<file path="config.mk">
export PLATFORM = sky130hd
export DESIGN_NAME = collision_mixer
export DESIGN_NICKNAME = d
export VERILOG_FILES = /design/src/rtl/atari_pkg.sv /design/src/rtl/collision_latch.sv /design/src/rtl/collision_mixer.sv
export SDC_FILE = /design/constraint.sdc
export NUM_CORES = 1
export LEC_CHECK = 0
export BUFFER_PORTS_ARGS = -buffer_cell sky130_fd_sc_hd__buf_2
export CAP_MARGIN = 20
export CORE_ASPECT_RATIO = 0.7
export CORE_MARGIN = 1
export CORE_UTILIZATION = 50
export CTS_CLUSTER_SIZE = 8
export DETAILED_ROUTE_END_ITERATION = 10
export GPL_ROUTABILITY_DRIVEN = 0
export GPL_TIMING_DRIVEN = 0
export PLACE_DENSITY = 0.73
export SLEW_MARGIN = 20
export SYNTH_ARGS = -nofsm -noshare
export SYNTH_HDL_FRONTEND = slang
export SYNTH_SLANG_ARGS = --single-unit
export TNS_END_PERCENT = 10
</file>
<file path="constraint.sdc">
create_clock -name raw_clk -period 1.9 [get_ports raw_clk]
set_clock_uncertainty 0.2 [all_clocks]
set_input_delay 0.095 -clock raw_clk [delete_from_list [all_inputs] [get_ports raw_clk]]
set_output_delay 0.095 -clock raw_clk [all_outputs]
set_load 0.03 [all_outputs]
</file>
<file path="src/rtl/atari_pkg.sv">
// Shared definitions for the object mixer and collision latch:
// collision register indices, CTRLPF bit positions, colour and object types.
package atari_pkg;

    localparam int CX_M0P  = 0;
    localparam int CX_M1P  = 1;
    localparam int CX_P0FB = 2;
    localparam int CX_P1FB = 3;
    localparam int CX_M0FB = 4;
    localparam int CX_M1FB = 5;
    localparam int CX_BLPF = 6;
    localparam int CX_PPMM = 7;

    localparam int CTRLPF_SCORE = 1;
    localparam int CTRLPF_PFP   = 2;

    typedef logic [6:0] color_t;

    typedef struct packed {
        logic p0;
        logic p1;
        logic m0;
        logic m1;
        logic bl;
        logic pf;
    } obj_t;

endpackage

</file>
<file path="src/rtl/collision_latch.sv">
// Fifteen sticky collision flags with clear/set ordering and registered
// indexed read.
// Ports: raw_clk, reset (sync, high), i_clear strobe, i_obj stage-A object
// bits, i_index read select, o_data {flag7, flag6, 6'b0}.
module collision_latch
    import atari_pkg::*;
(
    input  logic       raw_clk,
    input  logic       reset,
    input  logic       i_clear,
    input  obj_t       i_obj,
    input  logic [2:0] i_index,
    output logic [7:0] o_data
);

    logic [7:0][1:0] r_cx;
    logic [7:0][1:0] w_set;
    logic [7:0]      r_data;

    always_comb begin
        w_set          = '0;
        w_set[CX_M0P]  = {i_obj.m0 & i_obj.p1, i_obj.m0 & i_obj.p0};
        w_set[CX_M1P]  = {i_obj.m1 & i_obj.p0, i_obj.m1 & i_obj.p1};
        w_set[CX_P0FB] = {i_obj.p0 & i_obj.pf, i_obj.p0 & i_obj.bl};
        w_set[CX_P1FB] = {i_obj.p1 & i_obj.pf, i_obj.p1 & i_obj.bl};
        w_set[CX_M0FB] = {i_obj.m0 & i_obj.pf, i_obj.m0 & i_obj.bl};
        w_set[CX_M1FB] = {i_obj.m1 & i_obj.pf, i_obj.m1 & i_obj.bl};
        w_set[CX_BLPF] = {i_obj.bl & i_obj.pf, 1'b0};
        w_set[CX_PPMM] = {i_obj.p0 & i_obj.p1, i_obj.m0 & i_obj.m1};
    end

    always_ff @(posedge raw_clk) begin
        if (reset) begin
            r_cx   <= '0;
            r_data <= '0;
        end else begin
            // Clear first, then OR in this cycle's collisions so a
            // simultaneous hit is never lost.
            r_cx   <= (i_clear ? '0 : r_cx) | w_set;
            r_data <= {r_cx[i_index], 6'b0};
        end
    end

    assign o_data = r_data;

endmodule

</file>
<file path="src/rtl/collision_mixer.sv">
// Per-pixel object priority mixer feeding HDMI plus collision latch.
// Ports: raw_clk/reset, object bits and colour registers in; color,
// color_valid out (2-edge latency); cx_clear/cx_index in, cx_data out.
module collision_mixer
    import atari_pkg::*;
#(
    parameter int COLOR_BITS = 7
) (
    input  logic                  raw_clk,
    input  logic                  reset,
    input  logic                  in_image,
    input  logic                  pos_x_right,
    input  logic                  p0,
    input  logic                  p1,
    input  logic                  m0,
    input  logic                  m1,
    input  logic                  bl,
    input  logic                  pf,
    input  logic [COLOR_BITS-1:0] color_p0,
    input  logic [COLOR_BITS-1:0] color_p1,
    input  logic [COLOR_BITS-1:0] color_fg,
    input  logic [COLOR_BITS-1:0] color_bg,
    input  logic [2:0]            ctrlpf,
    input  logic                  cx_clear,
    input  logic [2:0]            cx_index,
    output logic [7:0]            cx_data,
    output logic [COLOR_BITS-1:0] color,
    output logic                  color_valid
);

    obj_t                  r_obj;
    logic                  r_in;
    logic                  r_right;
    logic                  r_score;
    logic                  r_pfp;
    logic [COLOR_BITS-1:0] r_cp0;
    logic [COLOR_BITS-1:0] r_cp1;
    logic [COLOR_BITS-1:0] r_cfg;
    logic [COLOR_BITS-1:0] r_cbg;

    logic [COLOR_BITS-1:0] r_color;
    logic                  r_valid;

    logic [COLOR_BITS-1:0] w_pfc;
    logic [COLOR_BITS-1:0] w_color;
    logic                  w_g0;
    logic                  w_g1;
    logic                  w_gpf;

    always_ff @(posedge raw_clk) begin
        if (reset) begin
            r_obj   <= '0;
            r_in    <= 1'b0;
            r_right <= 1'b0;
            r_score <= 1'b0;
            r_pfp   <= 1'b0;
            r_cp0   <= '0;
            r_cp1   <= '0;
            r_cfg   <= '0;
            r_cbg   <= '0;
        end else begin
            r_obj   <= {p0, p1, m0, m1, bl, pf} & {6{in_image}};
            r_in    <= in_image;
            r_right <= pos_x_right;
            r_score <= ctrlpf[CTRLPF_SCORE];
            r_pfp   <= ctrlpf[CTRLPF_PFP];
            r_cp0   <= color_p0;
            r_cp1   <= color_p1;
            r_cfg   <= color_fg;
            r_cbg   <= color_bg;
        end
    end

    always_comb begin
        w_g0  = r_obj.p0 | r_obj.m0;
        w_g1  = r_obj.p1 | r_obj.m1;
        w_gpf = r_obj.bl | r_obj.pf;
        // Ball is always foreground; playfield follows score-mode halves.
        w_pfc = r_cfg;
        if (!r_obj.bl && r_score)
            w_pfc = r_right ? r_cp1 : r_cp0;
        w_color = r_cbg;
        if (!r_in)
            w_color = '0;
        else if (r_pfp && w_gpf)
            w_color = w_pfc;
        else if (w_g0)
            w_color = r_cp0;
        else if (w_g1)
            w_color = r_cp1;
        else if (w_gpf)
            w_color = w_pfc;
    end

    always_ff @(posedge raw_clk) begin
        if (reset) begin
            r_color <= '0;
            r_valid <= 1'b0;
        end else begin
            r_color <= w_color;
            r_valid <= r_in;
        end
    end

    assign color       = r_color;
    assign color_valid = r_valid;

    collision_latch u_cx (
        .raw_clk (raw_clk),
        .reset   (reset),
        .i_clear (cx_clear),
        .i_obj   (r_obj),
        .i_index (cx_index),
        .o_data  (cx_data)
    );

endmodule

</file>
# ---- Word level (Yosys, flattened, before mapping)
# Cells that the tools add are included.
# W data, S select, Z words.
dict set report totals {
  ff_bits 70
  out_inout_bits 16
}
dict set report op_classes {
  magnitude_cmp 1
  mux 9
  bitwise_logic 21
  reduce_logical 4
}
# cell n
set ops {}
lappend ops {{$mux W7} 6}
lappend ops {{$mux W16} 1}
lappend ops {{$or A16 B16 Y16} 1}
lappend ops {{$and A1 B1 Y1} 15}
lappend ops {{$and A6 B6 Y6} 1}
lappend ops {{$bmux W2 S3} 1}
lappend ops {{$lt A3 B4 Y1 const B} 1}
lappend ops {{$or A1 B1 Y1} 3}
lappend ops {{$logic_and A1 B1 Y1} 2}
lappend ops {{$mux W2} 1}
lappend ops {{$reduce_or A2 Y1} 1}
lappend ops {{$logic_not A1 Y1} 1}
lappend ops {{$not A1 Y1} 1}

# ---- Logic depth before layout (Yosys ltp)
# Gate-level depths: netlist of the first run.
dict set report logic_depth {
  ltp_word 7
  mapped_depth 6
}

# ---- By module
# From an unflattened synthesis of the first run, not the netlist that was laid out.
dict set report hier_totals {
  cells_unflattened 244
  hier_area_um2 2506.2
}
# module n_inst cells_per_inst area_per_inst_um2 seq_area_each_um2
set modules_own_cells {}
lappend modules_own_cells {collision_mixer 1 171 1790.5 920.9}
lappend modules_own_cells {collision_latch 1 73 715.7 340.3}

# ---- Least setup slack after synthesis of the first run
# Ideal clock, no wire load.
dict set report synth_path {
  path_kind {register -> register}
  start {reg r_obj[1] in the netlist's numbering}
  end {reg r_color[0], in the netlist color[0]}
  setup_ns 0.122
  t_arrival_ns 1.234
  required_ns 1.578
  path_slack_ns 0.344
  stages_incl_launch_ff 7
  path_buffers 2
  synth_period_minus_slack_ns 1.556
  cell_sequence {dfxtp_1 -> buf_6 -> nor2_2 -> buf_6 -> a21oi_1 -> a21bo_2 -> a221o_1}
}
dict set report synth_via {
  elab_chain_cells 7
  elab_cells_between_ends 9
  classes_between {mux: 5; bitwise: 1; reduce/logical: 3}
}
# item line
set synth_lines {}
lappend synth_lines {{from (decl)} collision_mixer.sv:31} ;# obj_t r_obj;
lappend synth_lines {{from (signal assigned)} collision_mixer.sv:62} ;# r_obj <= {p0, p1, m0, m1, bl, pf} & {6{in_image}};
lappend synth_lines {{$logic_not A1 Y1} collision_mixer.sv:80} ;# if (!r_obj.bl && r_score)
lappend synth_lines {{$logic_and A1 B1 Y1} collision_mixer.sv:80}
lappend synth_lines {{$mux W7} collision_mixer.sv:80}
lappend synth_lines {{$mux W7} collision_mixer.sv:91} ;# else if (w_gpf)
lappend synth_lines {{$mux W7} collision_mixer.sv:89} ;# else if (w_g1)
lappend synth_lines {{$mux W7} collision_mixer.sv:87} ;# else if (w_g0)
lappend synth_lines {{$mux W7 (*)} collision_mixer.sv:85} ;# else if (r_pfp && w_gpf)
lappend synth_lines {{to (signal assigned)} collision_mixer.sv:100} ;# r_color <= w_color;
lappend synth_lines {{to (decl)} collision_mixer.sv:41} ;# logic [COLOR_BITS-1:0] r_color;
# Mark *: on every way between the ends. The rest lies on a longest branch, timed or not.
# A chain may end at the register's enable or synchronous reset.

# ---- Final worst setup path of the first run
dict set report layout_path {
  start {reg u_cx.r_cx[8] in the netlist's numbering}
  end {reg u_cx.r_data[6], in the netlist u_cx.o_data[6]}
}
dict set report layout_via {
  elab_chain_cells 2
}
# item line
set layout_lines {}
lappend layout_lines {{from (decl)} collision_latch.sv:16} ;# logic [7:0][1:0] r_cx;
lappend layout_lines {{from (signal assigned)} collision_latch.sv:39} ;# r_cx <= (i_clear ? '0 : r_cx) | w_set;
lappend layout_lines {{$bmux W2 S3} collision_latch.sv:40} ;# r_data <= {r_cx[i_index], 6'b0};
lappend layout_lines {{$mux W2 (not written as such)} collision_latch.sv:40}
lappend layout_lines {{to (signal assigned)} collision_latch.sv:40}
lappend layout_lines {{to (decl)} collision_latch.sv:18} ;# logic [7:0] r_data;
# No other way between the ends. The select of a mux whose other input is x is not followed.

==> metrics.cfg, run 1 <==
[route]
via_per_inst=4.79
drt_iter0_drc=107
drc=0
routed_wl_um=5570
antenna_left=0
wl_per_cell_um=13.1
first_pass_iters=4
num_vias=2041

[sta]
slew_violations=0
setup_viol=0
fmax_mhz=558
fin_hold_ws_ns=0.138
hold_violations=0
min_period_over_period_pct=94.3
slew_headroom_pct=61.6
tns_ns=0
worst_slack_ns=0.109
rsz0062_at_grt=false
final.min_clock_period_ns=1.79
tightest_slew_ns=0.576

[final_layout]
diodes=0
syn_to_final_growth_pct=41.2
nFillCells=384
post-route-cell-area_um2=3500
final_layout_size_suffix_gt1_share_pct=26.1
final_core_util_pct=73.2
multi_input_area_um2=1090
final_nets=397
seq_area_um2=1260

[clock_network]
cts_made_buffers=9
clock-root-buffer=clkbuf_8
cts_resized=0
clk_latency_ns=0.34
cts.clk_slew.worst_paths_ns=0.07
h-tree-depth=3
clock-sinks=63
clockBufferDepth=2
cts_tree=yes
cts_setup_buffers=0

[setup_path]
path_cells=mux4_2 > nor2_1 > a211oi_1 > dlygate4sd3_1
cp-end-kind=flip-flop
start_kind=flip-flop
critical-path-top-delay-family=buffers and inverters
crit_fanout=2
worstPathRequired_ns=1.93
slowest_stage=dlygate4sd3_1
worst-path-buf-inv=1
setup.worst_path.class=flip-flop to flip-flop
cp_data_arrival_time_ns=1.82
critical_path.max_stage_delay_ns=0.56

[run]
drv_cap=0

[pwr]
switchingPower_uw=709
internal_power_uw=2300
swShare_pct=23.6
ir_drop_v=0.000578
p_leak_uw=0.00160
p_seq_share_pct=46.6
combPwrFrac_pct=11.5
p_per_area_nw_per_um2=860
clkPwrFrac_pct=41.9

[logic_synthesis]
syn_avg_cell_area_um2=10.3
yosysWarnings=0
synth_xor_area_share_pct=0
synth_compound_area_share_pct=17.7
ys_seq_elements=63
synth_top_family_by_area=simple AND/OR/NAND/NOR gates
netlist_instances=240
synth.area.mux_share_pct=6.41
synth-adder-area-share_pct=0
synth_cell_types=33
netlist_area_um2=2480
seq_area_frac_synth_pct=50.9
synthSimpleGateAreaFrac_pct=18.9

[die]
chipHeight_um=60.9
pin_count=61
fp-row-count=21
dieArea_um2=5250
start_util_pct=51.8
die_w_um=86.2
core_area_um2=4780

[placement]
dpl.hpwl_um=3570
dpl-instance-area_um2=2850
place_ws_ns=0.179
port-buffer-count=53

[global_route]
grt_pass1_vias=1892
grt.overflow.total=0
gr-usage-all-layers_pct=23.0
grt_max_degree=13
grt_pass1_wl_um=8540
antenna_found_initial=0

[run_status]
status=complete, no violations

[min_path]
worstHoldPathType=input pin to flip-flop

-- metal layers --
| layer | global-route usage [%] | part of all wire (%) | up-vias | wire [um] |
|---|---|---|---|---|
| li1 | - | - | 1032 | - |
| met1 | 27.2 | 47 | 920 | 2590 |
| met2 | 35.5 | 44 | 79 | 2450 |
| met3 | 12.2 | 7.8 | 10 | 434 |
| met4 | 9.76 | 1.5 | 0 | 86 |
| met5 | 0 | 0 | - | 0 |
-- worst register-to-register path: stages, from the launching register on --
cell and delay, ns:
dfxtp_1 0.32, mux4_2 0.45, nor2_1 0.10, a211oi_1 0.05, dlygate4sd3_1 0.56
-- path summary, 6_finish.rpt --
path	startpoint	endpoint	slack [ns]	depth (start not counted)
max	u_cx.r_cx[8]	u_cx.o_data[6]	0.11	4
min	cx_index[0]	u_cx.o_data[7]	0.14	4
max reg2reg	u_cx.r_cx[8]	u_cx.o_data[6]	0.11	4
min reg2reg	r_cp0[4]	color[4]	0.29	1
-- cells in the final DEF, fill, tap and decap left out, types with 7 or more instances in the layout --
cell type and n:
and3_1 7, a21oi_1 7, buf_4 7, buf_2 54, dfxtp_1 63, dlygate4sd3_1 43
clkbuf_8 9, o21a_1 7, inv_1 9, nor2_1 19, a22oi_1 16, a221o_1 7
mux2i_1 8, nor2b_1 32, nand2_1 14
-- sequential cells by signal, indices dropped and copies added (netlist names) --
name / flops
u_cx.r_cx: 15
color: 7
r_cbg: 7
r_cfg: 7
r_cp0: 7
r_cp1: 7
r_obj: 6
u_cx.o_data: 2
color_valid: 1
r_in: 1
r_pfp: 1
r_right: 1
r_score: 1
-- power by group through the flow --
stage	Clock, uW	Combinational (uW)	Sequential (uW)
2_1_floorplan	0	175	1440
3_3_place_gp	0	272	1430
3_5_place_dp	0	276	1430
4_1_cts	1290	343	1400
5_1_grt	1360	379	1410
6_report	1260	346	1400
-- Yosys cell counts --
| library cell | n | area share (%) |
|---|---|---|
| a211oi_1 | 1 | 0.30 |
| a21bo_1 | 6 | 2.4 |
| a21bo_2 | 1 | 0.40 |
| a21boi_0 | 4 | 1.2 |
| a21boi_2 | 3 | 1.4 |
| a21oi_1 | 7 | 1.4 |
| a221o_1 | 7 | 2.8 |
| a22oi_1 | 16 | 4.8 |
| and2_1 | 6 | 1.5 |
| and2b_1 | 1 | 0.30 |
| and3_1 | 7 | 1.8 |
| buf_1 | 2 | 0.30 |
| buf_2 | 1 | 0.20 |
| buf_4 | 7 | 2.1 |
| buf_6 | 3 | 1.4 |
| clkbuf_1 | 4 | 0.61 |
| conb_1 | 1 | 0.15 |
| dfxtp_1 | 63 | 51 |
| inv_1 | 9 | 1.4 |
| mux2_2 | 1 | 0.45 |
| mux2i_1 | 8 | 3.2 |
| mux4_2 | 3 | 2.7 |
| nand2_1 | 14 | 2.1 |
| nand2b_1 | 1 | 0.25 |
| nand2b_2 | 1 | 0.35 |
| nor2_1 | 19 | 2.9 |
| nor2_2 | 1 | 0.25 |
| nor2_4 | 1 | 0.45 |
| nor2b_1 | 32 | 8.1 |
| nor4b_4 | 1 | 0.96 |
| o211a_1 | 1 | 0.40 |
| o21a_1 | 7 | 2.1 |
| o21ai_2 | 1 | 0.35 |
-- stage by stage --
stage / total power, uW / cells
floorplan: 1610 / 245
finish: 3010 / 426
global placement: 1700 / 367
global route: 3150 / 426
CTS: 3030 / 426
detailed placement: 1710 / 367
-- final cells by class --
type | count | area share [%]
clock inverter | 7 | 2.79
buffer | 17 | 3.25
sequential | 63 | 36.0
tap | 69 | 2.47
inverter | 9 | 0.965
timing repair buffer | 96 | 19.9
clock buffer | 9 | 3.54
multi-input combinational | 156 | 31.1
-- repair_timing --
item | CTS | global route
hold buffers | 43 | 0
setup endpoints to repair | 0 | 0
endpoints found under the hold margin | 46 | 0
-- cell families (layout without fill, tap and decap cells) --
kind of cell	count (synthesis)	in the layout
AOI/OAI and AO/OA	54	54
muxes	12	12
DFF	63	63
and+or+nand+nor	84	84
buffers and inverters	26	138
other	1	6
Power figures use the tool's default switching activity.
==> run 2: changes to the inputs <==
--- a/config.mk
+++ b/config.mk
@@ -15,6 +15,7 @@
 export GPL_ROUTABILITY_DRIVEN = 0
 export GPL_TIMING_DRIVEN = 0
 export PLACE_DENSITY = 0.73
+export REMOVE_ABC_BUFFERS = 1
 export SLEW_MARGIN = 20
 export SYNTH_ARGS = -nofsm -noshare
 export SYNTH_HDL_FRONTEND = slang
==> run 2 against run 1 <==
Clock-buffer cell count rose by 2. Clock power barely moved. First-iteration DRC count rose by 0.93%. Flip-flop and latch count did not move. Wire length shrank 5.4%. Worst hold slack got worse by 0.10 ns. Die area is the same. Final cell count fell by 4.9%.
==> metrics.cfg, run 2 (synthesized netlist as in run 1, its figures left out) <==
[sta]
hold_violations=0  ; unchanged
final.min_clock_period_ns=1.78  ; -0.0120 ns
slew_headroom_pct=40.5  ; -21 points
fin_hold_ws_ns=0.0369  ; -0.101 ns
setup_viol=0  ; unchanged
tightest_slew_ns=0.892  ; +0.315 ns
slew_violations=0  ; unchanged
rsz0062_at_grt=false
fmax_mhz=562  ; +0.67%
min_period_over_period_pct=93.6  ; -0.63 points

[route]
antenna_left=0  ; unchanged
wl_per_cell_um=13.0  ; -0.46%
num_vias=1962  ; -3.9%
routed_wl_um=5270  ; -5.4%
drc=0  ; unchanged
via_per_inst=4.84  ; +1.1%
first_pass_iters=5  ; +1
drt_iter0_drc=108  ; +0.93%

[setup_path]
crit_fanout=14  ; +12
path_cells=nor2_4 > a21boi_0 > a21bo_1 > a221o_1
worst-path-buf-inv=0  ; -1
cp-end-kind=flip-flop
slowest_stage=dfxtp_1
r2r_slack_ns=0.12  ; about the same
setup.worst_path.class=flip-flop to flip-flop
setup.worst_path.start=r_obj[4]
critical_path.max_stage_delay_ns=0.40  ; -0.16 ns
critical-path-top-delay-family=compound AO/OA/AOI/OAI gates
cp_data_arrival_time_ns=1.81  ; about the same
start_kind=flip-flop
r2r-start=r_obj[4]
worstPathRequired_ns=1.93  ; about the same

[global_route]
grt_pass1_vias=1946  ; +2.9%
grt.overflow.total=0  ; unchanged
grt_max_degree=51  ; +38
gr-usage-all-layers_pct=22.4  ; -0.56 points
grt_pass1_wl_um=8510  ; -0.41%
antenna_found_initial=0  ; unchanged

[clock_network]
cts.clk_slew.worst_paths_ns=0.06  ; about the same
h-tree-depth=3  ; unchanged
clock-sinks=63  ; unchanged
cts_setup_buffers=0  ; unchanged
clk_latency_ns=0.34  ; about the same
clock-root-buffer=clkbuf_8
cts_made_buffers=9  ; unchanged
clockBufferDepth=2  ; unchanged
cts_tree=yes

[die]
chipHeight_um=60.9  ; unchanged
core_area_um2=4780  ; unchanged
die_w_um=86.2  ; unchanged
start_util_pct=51.8  ; unchanged
dieArea_um2=5250  ; unchanged
pin_count=61  ; unchanged
fp-row-count=21  ; unchanged

[final_layout]
finalNonFillerCells=405  ; -4.9%
seq_area_um2=1260  ; unchanged
final_layout_size_suffix_gt1_share_pct=23.8  ; -2.2 points
largest_register=u_cx.r_cx
multi_input_area_um2=1100  ; +0.92%
most-common-layout-cells=dfxtp_1 (63), buf_2 (53), dlygate4sd3_1 (40), nor2b_1 (32), nor2_1 (19)
nFillCells=396  ; +3.1%
syn_to_final_growth_pct=35.4
final_nets=377  ; -5.0%
largest_reg_flops=15  ; unchanged
final_common_cell=dfxtp_1
diodes=0  ; unchanged

[placement]
place_inst=350  ; -4.6%
port-buffer-count=53  ; unchanged
dpl.hpwl_um=3220  ; -9.7%

[pwr]
ir_drop_v=0.000440  ; -24%
p_leak_uw=0.00152  ; -4.6%
p_per_area_nw_per_um2=879  ; +2.3%

[run]
drv_cap=0  ; unchanged

[min_path]
worstHoldPathType=input pin to flip-flop
hold_path_startpoint=cx_index[0]

[run_status]
status=complete, no violations

## run 2: cell count changes in the layout (fill, tap and decap cells not counted), moves of 2 or more
cell           change
buf_4              -7
dlygate4sd3_1      -3
buf_1              -2
clkbuf_1           -3
clkinvlp_4         -2
buf_6              -3
clkinv_4           -2
## run 2: worst paths after layout
kind,to,cells after the start
hold reg to reg,u_cx.r_cx[10],2
setup reg to reg,color[2],4
setup / recovery,color[2],4
hold / removal,u_cx.o_data[6],3
## run 2: area by class of cell
| type | count | share of cell area (%) |
|---|---|---|
| Timing Repair Buffer | 93 | 19.8 |
| Inverter | 9 | 1.01 |
| Tap cell | 69 | 2.57 |
| Clock inverter | 4 | 2.09 |
| Multi-Input combinational cell | 156 | 32.7 |
| Sequential cell | 63 | 37.6 |
| Clock buffer | 11 | 4.21 |
## run 2: power by group
part	total [uW]	internal [uW]	switching (uW)
sequential	1410	1370	37.0
combinational	308	168	141
clock	1230	762	471
## run 2: layer usage
metal  vias to the layer above  wire (um)  GRT usage (%)
met5                         -          0              0
met4                         0         57           8.81
met3                         5        292           9.12
met2                        59       2480           39.1
met1                       904       2440           25.2
li1                        994          -              -
## run 2: tightest hold or removal path: cells and delay by family
family / cells / cell delay [ns]
AO/OA/AOI/OAI: 2 / 0.28
buffers and inverters: 1 / 0.15
## run 2: through the flow
step	worst slack [ns]	utilization, %	total power [uW]	instance area [um2]	TNS [ns]
2_1_floorplan	0.274	-	1580	2380	0
3_3_place_gp	-0.173	57.2	1670	2740	-1.12
3_5_place_dp	-0.183	57.2	1680	2740	-1.22
4_1_cts	0.0159	70.0	2960	3350	0
5_1_grt	0.0174	70.2	3070	3360	0
6_report	0.121	70.2	2950	3360	0
## run 2: what timing repair did
action | in CTS | in global routing
endpoints found under the setup margin | 0 | 7
resized for setup | 0 | 2
endpoints found under the hold margin | 40 | 0
hold buffers | 40 | 0
==> run 3: changes to the inputs <==
--- a/config.mk
+++ b/config.mk
@@ -10,14 +10,16 @@
 export CORE_ASPECT_RATIO = 0.7
 export CORE_MARGIN = 1
 export CORE_UTILIZATION = 50
+export CTS_CLUSTER_DIAMETER = 150
 export CTS_CLUSTER_SIZE = 8
 export DETAILED_ROUTE_END_ITERATION = 10
 export GPL_ROUTABILITY_DRIVEN = 0
 export GPL_TIMING_DRIVEN = 0
-export PLACE_DENSITY = 0.73
+export PLACE_DENSITY = 0.75
 export REMOVE_ABC_BUFFERS = 1
 export SLEW_MARGIN = 20
 export SYNTH_ARGS = -nofsm -noshare
 export SYNTH_HDL_FRONTEND = slang
+export SYNTH_HIERARCHICAL = 1
 export SYNTH_SLANG_ARGS = --single-unit
 export TNS_END_PERCENT = 10
==> run 3 against run 2 <==
Maximum frequency decreased by 0.50%. Area after synthesis increased by 1.1%. Via count increased by 0.87%. Synthesized cell count increased by 1.7%. Total power decreased by 0.26%. Flip-flop and latch count unchanged. Critical path type unchanged. Critical endpoint is now color[1].
==> metrics.cfg, run 3 <==
[route]
antenna_left=0  ; unchanged
first_pass_iters=4  ; -1
drc=0  ; unchanged
num_vias=1979  ; +0.87%
wl_per_cell_um=12.1  ; -6.8%
routed_wl_um=4970  ; -5.7%
via_per_inst=4.83  ; -0.36%
drt_iter0_drc=164  ; +52%

[setup_path]
setup.worst_path.class=flip-flop to flip-flop
cp_data_arrival_time_ns=1.81  ; about the same
r2r-start=r_obj[2]
r2r_end=color[1]
start_kind=flip-flop
r2r_slack_ns=0.11  ; about the same
worstPathRequired_ns=1.92  ; about the same
ff2ff_path_depth=4  ; unchanged
crit_fanout=14  ; unchanged
cp-end-kind=flip-flop

[clock_network]
clock-sinks=63  ; unchanged
cts.clk_slew.worst_paths_ns=0.07  ; about the same
cts_tree=yes
cts_setup_buffers=0  ; unchanged
h-tree-depth=3  ; unchanged
cts_made_buffers=9  ; unchanged
clock-root-buffer=clkbuf_8
clk_latency_ns=0.33  ; about the same
clockBufferDepth=2  ; unchanged

[sta]
min_period_over_period_pct=94.1  ; +0.47 points
slew_headroom_pct=42.5  ; +1.9 points
slew_violations=0  ; unchanged
final.min_clock_period_ns=1.79  ; +0.00897 ns
setup_viol=0  ; unchanged
hold_violations=0  ; unchanged
fin_hold_ws_ns=0.00989  ; -0.0270 ns
fmax_mhz=559  ; -0.50%
rsz0062_at_grt=false
tightest_slew_ns=0.863  ; -0.0286 ns

[run]
drv_cap=0  ; unchanged

[pwr]
p_per_area_nw_per_um2=871  ; -0.97%
p_leak_uw=0.00153  ; +0.89%
p_total_uw=2940  ; -0.26%
ir_drop_v=0.000574  ; +31%

[run_status]
status=complete, no violations

[logic_synthesis]
yosys-top-cells-area=dfxtp_1 (50%), nor2b_1 (8.0%), a22oi_1 (4.8%)
yosysTopAreaCell=dfxtp_1
netlist_instances=244  ; +1.7%
netlist_area_um2=2510  ; +1.1%
synth_cell_types=34  ; +3.0%
yosysWarnings=6  ; +6
synth_common_cells=dfxtp_1 (63), nor2b_1 (32), nor2_1 (20)
syn_avg_cell_area_um2=10.3  ; -0.55%
yosysMostFrequentCell=dfxtp_1
seq_area_frac_synth_pct=50.3  ; -0.56 points
synth_edf_count=0  ; unchanged
postSynth.asyncResetShare_pct=0  ; unchanged
ys_seq_elements=63  ; unchanged
synth_flop_cell=dfxtp_1
synth_top_area_share_pct=50.3  ; -0.56 points

[die]
dieArea_um2=5300  ; +1.1%
fp-row-count=21  ; unchanged
die_w_um=86.6  ; +0.54%
pin_count=61  ; unchanged
chipHeight_um=61.2  ; +0.54%
core_area_um2=4810  ; +0.55%
start_util_pct=52.1  ; +0.29 points

[final_layout]
finalNonFillerCells=410  ; +1.2%
largest_reg_flops=15  ; unchanged
syn_to_final_growth_pct=34.9
most-common-layout-cells=dfxtp_1 (62), buf_2 (53), dlygate4sd3_1 (40), nor2b_1 (32), nor2_1 (20)
largest_register=u_cx/r_cx
post-route-cell-area_um2=3380  ; +0.71%
final_nets=381  ; +1.1%
final_common_cell=dfxtp_1
final_layout_size_suffix_gt1_share_pct=24.3  ; +0.53 points
diodes=0  ; unchanged

[global_route]
antenna_found_initial=0  ; unchanged
grt_pass1_wl_um=7920  ; -6.9%
grt.overflow.total=0  ; unchanged
grt_max_degree=51  ; unchanged
grt_pass1_vias=1739  ; -11%
gr-usage-all-layers_pct=20.6  ; -1.8 points

[placement]
port-buffer-count=53  ; unchanged
dpl.hpwl_um=3080  ; -4.4%
place_inst=354  ; +1.1%
dpl-instance-area_um2=2760  ; +0.96%

[min_path]
worstHoldPathType=input pin to flip-flop
hold_path_startpoint=cx_index[0]
min_path_cells=3  ; unchanged
min_to=u_cx/o_data[6]

==> run 3: cell count changes after synthesis, sizes merged <==
cell,previous run,this run
inv,9,10
mux4,3,2
mux2i,8,9
nor2,21,22
buf,13,12
a311oi,0,1
a21o,0,1
clkbuf,4,5
==> run 3: stage by stage <==
stage | setup TNS [ns] | worst slack, ns | util [%]
2_1_floorplan | 0 | 0.335 | -
3_3_place_gp | -1.18 | -0.173 | 57.4
3_5_place_dp | -1.22 | -0.180 | 57.4
4_1_cts | 0 | 0.0165 | 70.4
5_1_grt | 0 | 0.00366 | 70.3
6_report | 0 | 0.112 | 70.3
==> run 3: layout make-up <==
cell class / count / area (um2)
multi-input cells: 159 / 1120
clock inverters: 6 / 85.1
inverters: 10 / 37.5
clock buffers: 10 / 128
flip-flops and latches: 63 / 1260
repair buffers: 93 / 666
well taps: 69 / 86.3
fillers: 359 / 1430
==> run 3: critical path: stages, from the launching register on <==
cell and delay, ns:
dfxtp_1 0.39, nor2_4 0.34, a21boi_0 0.22, a21bo_2 0.24, a221o_1 0.28
==> run 3: power breakdown <==
part / leakage [uW] / internal, uW / switching, uW
Combinational: 0.000914 / 170 / 141
Sequential: 0.000519 / 1370 / 36.1
Clock: 0.000102 / 733 / 490
Total: 0.00153 / 2280 / 667
==> run 3: timing repair <==
action | in CTS | in global routing
hold buffers | 41 | 0
hold endpoints to repair | 40 | 0
setup endpoints to repair | 0 | 8
gates resized for setup | 0 | 2
==> run 3: cell families (layout without fill, tap and decap cells) <==
kind of cell           count (synthesis)  in the layout  synth area share, %
and+or+nand+nor                       85             85                 19.6
DFF                                   63             63                 50.3
AOI/OAI and AO/OA                     56             56                 17.7
buffers and inverters                 27            119                 6.09
muxes                                 12             12                 6.14
other                                  1              6                0.150
==> run 3: worst max-delay path by stage <==
stage	from	endpoint	slack [ns]
2_1_floorplan	r_obj[1]	color[0]	0.34
3_5_place_dp	reset	color[3]	-0.18
6_report	r_obj[2]	color[1]	0.11
4_1_cts	u_cx/r_cx[2]	u_cx/o_data[6]	0.02
3_3_place_gp	reset	color[0]	-0.17
5_1_grt	r_obj[2]	color[0]	0.004
==> run 3: per-layer routing <==
layer,vias to the layer above,track usage [%],wire length [um]
met1,911,25.3,2320
met3,5,7.51,274
met5,-,0,0
li1,1004,-,-
met4,0,10.0,65
met2,59,33.1,2310
